$ cat src/rtl/circ_buff_read_addr_gen.sv
// circ_buff_read_addr_gen: read address generator for circular buffers.
// Accepts one request (buffer id, start pointer, length), computes the
// buffer base as buf_id * stride, then streams one word address per
// handshake, wrapping the pointer circularly inside the selected buffer.
// On completion it pulses done with the updated pointer or an error.
//
// Ports:
//   ap_clk, ap_rst_n      clock, async active-low reset
//   cfg_stride            words per buffer, sampled at request accept
//   req_*                 request handshake (valid/ready, buf_id, rd_ptr, len)
//   addr_*                address stream (valid/ready, data)
//   done_*                completion pulse, final pointer, error flag
//
// Optional feature (macro CIRC_BUFF_ADDR_LAST_EN):
//   adds addr_last, high with addr_valid on the final address of a request.
//
// ADDR_W must equal ID_W + PTR_W (full-width base product).

module circ_buff_read_addr_gen #(
    parameter int ID_W   = 8,
    parameter int PTR_W  = 16,
    parameter int ADDR_W = 24
) (
    input  logic              ap_clk,
    input  logic              ap_rst_n,
    input  logic [PTR_W-1:0]  cfg_stride,
    input  logic              req_valid,
    output logic              req_ready,
    input  logic [ID_W-1:0]   req_buf_id,
    input  logic [PTR_W-1:0]  req_rd_ptr,
    input  logic [PTR_W-1:0]  req_len,
    output logic              addr_valid,
    input  logic              addr_ready,
    output logic [ADDR_W-1:0] addr_data,
`ifdef CIRC_BUFF_ADDR_LAST_EN
    output logic              addr_last,
`endif
    output logic              done_valid,
    output logic [PTR_W-1:0]  done_rd_ptr,
    output logic              done_err
);

    typedef enum logic [1:0] {
        IDLE  = 2'd0,
        CALC  = 2'd1,
        ISSUE = 2'd2,
        DONE  = 2'd3
    } state_t;

    state_t             state;
    logic [ID_W-1:0]    id_q;
    logic [PTR_W-1:0]   stride_q;
    logic [PTR_W-1:0]   ptr_q;
    logic [PTR_W-1:0]   len_q;
    logic [PTR_W-1:0]   rem_q;
    logic [ADDR_W-1:0]  base_q;

    logic [ADDR_W-1:0]  prod;
    logic [PTR_W:0]     ptr_inc;
    logic [PTR_W-1:0]   ptr_nxt;
    logic               req_err;
    logic               hs;

    // Both operands zero-extended to ADDR_W: unsigned, untruncated product.
    assign prod = {{PTR_W{1'b0}}, id_q} * {{ID_W{1'b0}}, stride_q};

    // Extra bit keeps ptr+1==stride exact at stride = 2^PTR_W-1.
    assign ptr_inc = {1'b0, ptr_q} + (PTR_W+1)'(1);
    assign ptr_nxt = (ptr_inc == {1'b0, stride_q}) ? '0 : ptr_inc[PTR_W-1:0];

    assign req_err = (stride_q == '0) || (ptr_q >= stride_q);
    assign hs      = addr_valid && addr_ready;

    always_ff @(posedge ap_clk or negedge ap_rst_n) begin
        if (!ap_rst_n) begin
            state       <= IDLE;
            id_q        <= '0;
            stride_q    <= '0;
            ptr_q       <= '0;
            len_q       <= '0;
            rem_q       <= '0;
            base_q      <= '0;
            req_ready   <= 1'b0;
            addr_valid  <= 1'b0;
            addr_data   <= '0;
`ifdef CIRC_BUFF_ADDR_LAST_EN
            addr_last   <= 1'b0;
`endif
            done_valid  <= 1'b0;
            done_rd_ptr <= '0;
            done_err    <= 1'b0;
        end else begin
            done_valid <= 1'b0;
            case (state)
                IDLE: begin
                    if (req_valid && req_ready) begin
                        id_q      <= req_buf_id;
                        stride_q  <= cfg_stride;
                        ptr_q     <= req_rd_ptr;
                        len_q     <= req_len;
                        req_ready <= 1'b0;
                        state     <= CALC;
                    end else begin
                        req_ready <= 1'b1;
                    end
                end
                CALC: begin
                    base_q <= prod;
                    rem_q  <= len_q;
                    if (req_err) begin
                        done_valid  <= 1'b1;
                        done_err    <= 1'b1;
                        done_rd_ptr <= ptr_q;
                        state       <= DONE;
                    end else if (len_q == '0) begin
                        done_valid  <= 1'b1;
                        done_err    <= 1'b0;
                        done_rd_ptr <= ptr_q;
                        state       <= DONE;
                    end else begin
                        // First address uses the product directly so it
                        // is ready the cycle after CALC.
                        addr_valid <= 1'b1;
                        addr_data  <= prod + {{ID_W{1'b0}}, ptr_q};
`ifdef CIRC_BUFF_ADDR_LAST_EN
                        addr_last  <= (len_q == PTR_W'(1));
`endif
                        state      <= ISSUE;
                    end
                end
                ISSUE: begin
                    if (hs) begin
                        ptr_q <= ptr_nxt;
                        rem_q <= rem_q - PTR_W'(1);
                        if (rem_q == PTR_W'(1)) begin
                            addr_valid  <= 1'b0;
`ifdef CIRC_BUFF_ADDR_LAST_EN
                            addr_last   <= 1'b0;
`endif
                            done_valid  <= 1'b1;
                            done_err    <= 1'b0;
                            done_rd_ptr <= ptr_nxt;
                            state       <= DONE;
                        end else begin
                            addr_data <= base_q + {{ID_W{1'b0}}, ptr_nxt};
`ifdef CIRC_BUFF_ADDR_LAST_EN
                            addr_last <= (rem_q == PTR_W'(2));
`endif
                        end
                    end
                end
                DONE: begin
                    req_ready <= 1'b1;
                    state     <= IDLE;
                end
                default: state <= IDLE;
            endcase
        end
    end

endmodule
$ cat config.mk
export PLATFORM = sky130hd
export DESIGN_NAME = circ_buff_read_addr_gen
export DESIGN_NICKNAME = d
export VERILOG_FILES = /design/src/rtl/circ_buff_read_addr_gen.sv
export SDC_FILE = /design/constraint.sdc
export NUM_CORES = 1
export LEC_CHECK = 0
export ABC_AREA = 0
export ABC_CLOCK_PERIOD_IN_PS = 8000
export CORE_MARGIN = 5
export CORE_UTILIZATION = 60
export DETAILED_ROUTE_END_ITERATION = 6
export PLACE_DENSITY = 0.9
export SETUP_SLACK_MARGIN = 0.02
export SLEW_MARGIN = 15
export SYNTH_ARGS = -nofsm -noshare
export SYNTH_HDL_FRONTEND = slang
export SYNTH_SLANG_ARGS = --single-unit
$ cat constraint.sdc
create_clock -name ap_clk -period 8 [get_ports ap_clk]
set_clock_uncertainty 0.1 [all_clocks]
set_input_delay 0.8 -clock ap_clk [delete_from_list [all_inputs] [get_ports ap_clk]]
set_output_delay 0.8 -clock ap_clk [all_outputs]
set_load 0.01 [all_outputs]
==> metrics.yaml <==
status:
  outcome: "complete, no violations"
route:
  drt-vias-per-instance: 6.34
  drt-pass1-iter-count: 6
  drt-initial-drc-count: 1331
  wire_per_inst_um: 20.3
  route.detailed.drc: 0
  vias: 11900
  ant_nets: 0
  postRouteWirelength_mm: 37.9
synthesis:
  ys_seq_area_share_pct: 26.4
  synth_xor_area_share_pct: 5.63
  yosys.area.top_type: "dfrtp_1"
  synthFlopType: "dfrtp_1"
  syn_avg_cell_area_um2: 8.90
  synth_top_family_by_area: "adder cells"
  yosysWarnings: 0
  synthAdderAreaFrac_pct: 22.0
  synth-simple-area-share_pct: 18.0
  yosysUniqueCellTypes: 77
  syn_inst: 1514
  ys_async_sr_fraction_pct: 100
  netlist_area_um2: 13500
  ys_ff_latch: 142
  synth_fp_nets: 1759
  synth-compound-area-share_pct: 16.0
  synth_edf_count: 0
  synth.area.top_cells: "dfrtp_1 26%, fa_1 13%, ha_1 9.2%, mux2_2 4.8%, and2_1 4.7%"
  synthMuxAreaShare_pct: 5.51
  synth_top_area_share_pct: 26.4
worst_setup_path:
  critPathCaptureType: "register"
  cp_data_required_time_ns: 8.23
  arrival_ns: 7.15
  crit_start: "id_q[2]"
  start_kind: "register"
  path_class: "register to register"
  worstPathCellList: "nand2_1 -> fa_1 -> fa_1 -> inv_1 -> fa_1 -> inv_1 -> fa_1 -> inv_1 -> ha_1 -> o21ai_0 -> o211a_1 -> or2_2 -> xnor2_1 -> ha_1 -> a21o_1 -> a211o_1 -> a31oi_1 -> a211oi_1 -> a211oi_1 -> nor4_1 -> xor2_1 -> a221o_1"
  cp_slowest_cell: "dfrtp_1"
  cpMostUsedCell: "fa_1"
  slowest_delay_ns: 0.62
  critPathMaxFanout: 17
  r2r-start: "id_q[2]"
sta:
  rsz0062_at_grt: "no"
  hold_violations: 0
  tightest_slew_ns: 1.05
  fin_crit_sh_pct: 86.5
  period_minus_slack_ns: 6.92
  slew_viol_final: 0
  finalSetupViolCount: 0
  fmaxAchievable_ghz: 0.144
  tns_ns: 0
  slew_headroom_pct: 30.2
global_routing:
  grt_use_total_pct: 29.7
  grt_pass1_vias: 11800
  grt_max_degree: 81
  antenna_found_initial: 0
  grt-ovfl-total: 0
  grt_first_pass_wirelength_mm: 62.4
clock_network:
  cts_resized: 0
  clk_pin_slew_ns: 0.07
  cts_tree: "built"
  clockBufferDepth: 2
  cts_made_buffers: 17
  clock-sinks: 142
  htreeDepth: 4
  clk_latency_ns: 0.45
  cts_setup_buffers: 0
  clockRootBuffer: "clkbuf_16"
  cts_hold_buf: 0
place:
  portBuffers: 103
  place_congestion: 1.00
  dp_hpwl_mm: 27.8
final_layout:
  drive_above_1_share_pct: 7.92
  areaGrowthSynthToFinish_pct: 13.0
  num-nets-final: 1823
floorplanning:
  rows: 54
  die_h_um: 160
  core_area_um2: 22000
  ios: 104
  die_x_um: 160
  die-area_um2: 25600
  start_util_pct: 61.4
job:
  cap_violations: 0
hold_path:
  hold_class: "input port to async pin"
-- critical path: cells and delay by family, from the launching register on --
kind                       cells  cell delay (ns)
AOI/OAI and AO/OA              8             2.15
xor gates and xnor gates       2             0.42
adders and majority gates      6             2.73
buffers and inverters          3             0.15
DFF                            1             0.62
and+or+nand+nor                3             0.66
-- state kept, by name (all words and copies together), names as in the netlist --
signal,count
addr_data,24
rem_q,16
stride_q,16
id_q,8
done_valid,1
addr_valid,1
done_err,1
len_q,16
ptr_q,16
done_rd_ptr,16
base_q,24
state,2
req_ready,1
-- logic make-up after synthesis --
kind of cell,count (synthesis)
and+or+nand+nor,476
AOI/OAI and AO/OA,342
buffers and inverters,224
adders and majority gates,185
DFF,142
xor gates and xnor gates,78
muxes,67
-- layer usage --
layer,vias to the layer above,track usage [%],wire length (um)
met5,-,0,0
met4,0,8.56,914
met3,99,5.62,3700
met2,710,45.8,17100
met1,5761,43.1,16200
li1,5301,-,-
-- cells in the final DEF, fill, tap and decap left out, types with 5 or more instances in the layout --
cell             count
a211oi_1            13
a21boi_0             7
a21o_1              24
a21oi_1            107
a22oi_1             20
a31oi_1             15
and2_1             102
and3_1              11
buf_4                9
clkbuf_16           17
clkdlybuf4s50_1    102
dfrtp_1            142
fa_1                86
ha_1                98
inv_1              155
inv_6                5
mux2_2              58
mux2i_1              9
nand2_1            106
nand2b_1             9
nand3_1             25
nand4_1             11
nor2_1             126
nor2b_1             16
nor3_1              18
nor4_1              14
o2111ai_1            7
o211ai_1            10
o21a_1              12
o21ai_0             72
o22ai_1              5
or3_1               13
xnor2_1             50
xnor3_1              5
xor2_1              22
-- per-stage QoR --
stage,area [um^2],instances,util [%],hold WS (ns),setup slack (ns)
after CTS,15200,1871,69.3,0.260,1.14
after global placement,14700,1839,66.7,0.362,1.53
after floorplan,13500,1514,-,0.340,1.83
after global routing,15200,1871,69.3,0.287,0.760
after detailed placement,14700,1839,66.7,0.382,1.28
final,15200,1872,69.3,0.235,1.08
-- final cells by class --
cell class,instances,area (um^2)
multi-input cells,1148,9060
fillers,1613,6730
flip-flops and latches,142,3550
repair buffers,112,1100
inverters,157,589
clock buffers,17,425
well taps,280,350
clock inverters,15,145
diodes,1,2.50
-- path summary, 6_finish.rpt --
check	endpoint	depth (start not counted)	slack (ns)
max in group asynchronous	addr_data[22]	2	6.09
min	done_rd_ptr[7]	1	0.24
max reg2reg	addr_data[22]	22	1.08
min reg2reg	done_rd_ptr[4]	1	0.39
max	addr_data[22]	22	1.08
min in group ap_clk	done_rd_ptr[4]	1	0.39
-- cells in the mapped netlist, drive strengths merged, types with 13 or more instances --
| library cell | instances |
|---|---|
| inv | 155 |
| dfrtp | 142 |
| nor2 | 127 |
| nand2 | 109 |
| a21oi | 108 |
| and2 | 102 |
| ha | 99 |
| fa | 86 |
| o21ai | 76 |
| mux2 | 58 |
| xnor2 | 51 |
| clkbuf | 46 |
| nand3 | 28 |
| a21o | 24 |
| xor2 | 22 |
| buf | 21 |
| a22oi | 20 |
| nor3 | 20 |
| nor4 | 17 |
| nor2b | 16 |
| a31oi | 15 |
| a211oi | 13 |
| or3 | 13 |
Power is left out: the tool's default activity adds up to more than one toggle a clock period on the data nets, which glitch-free logic cannot reach.
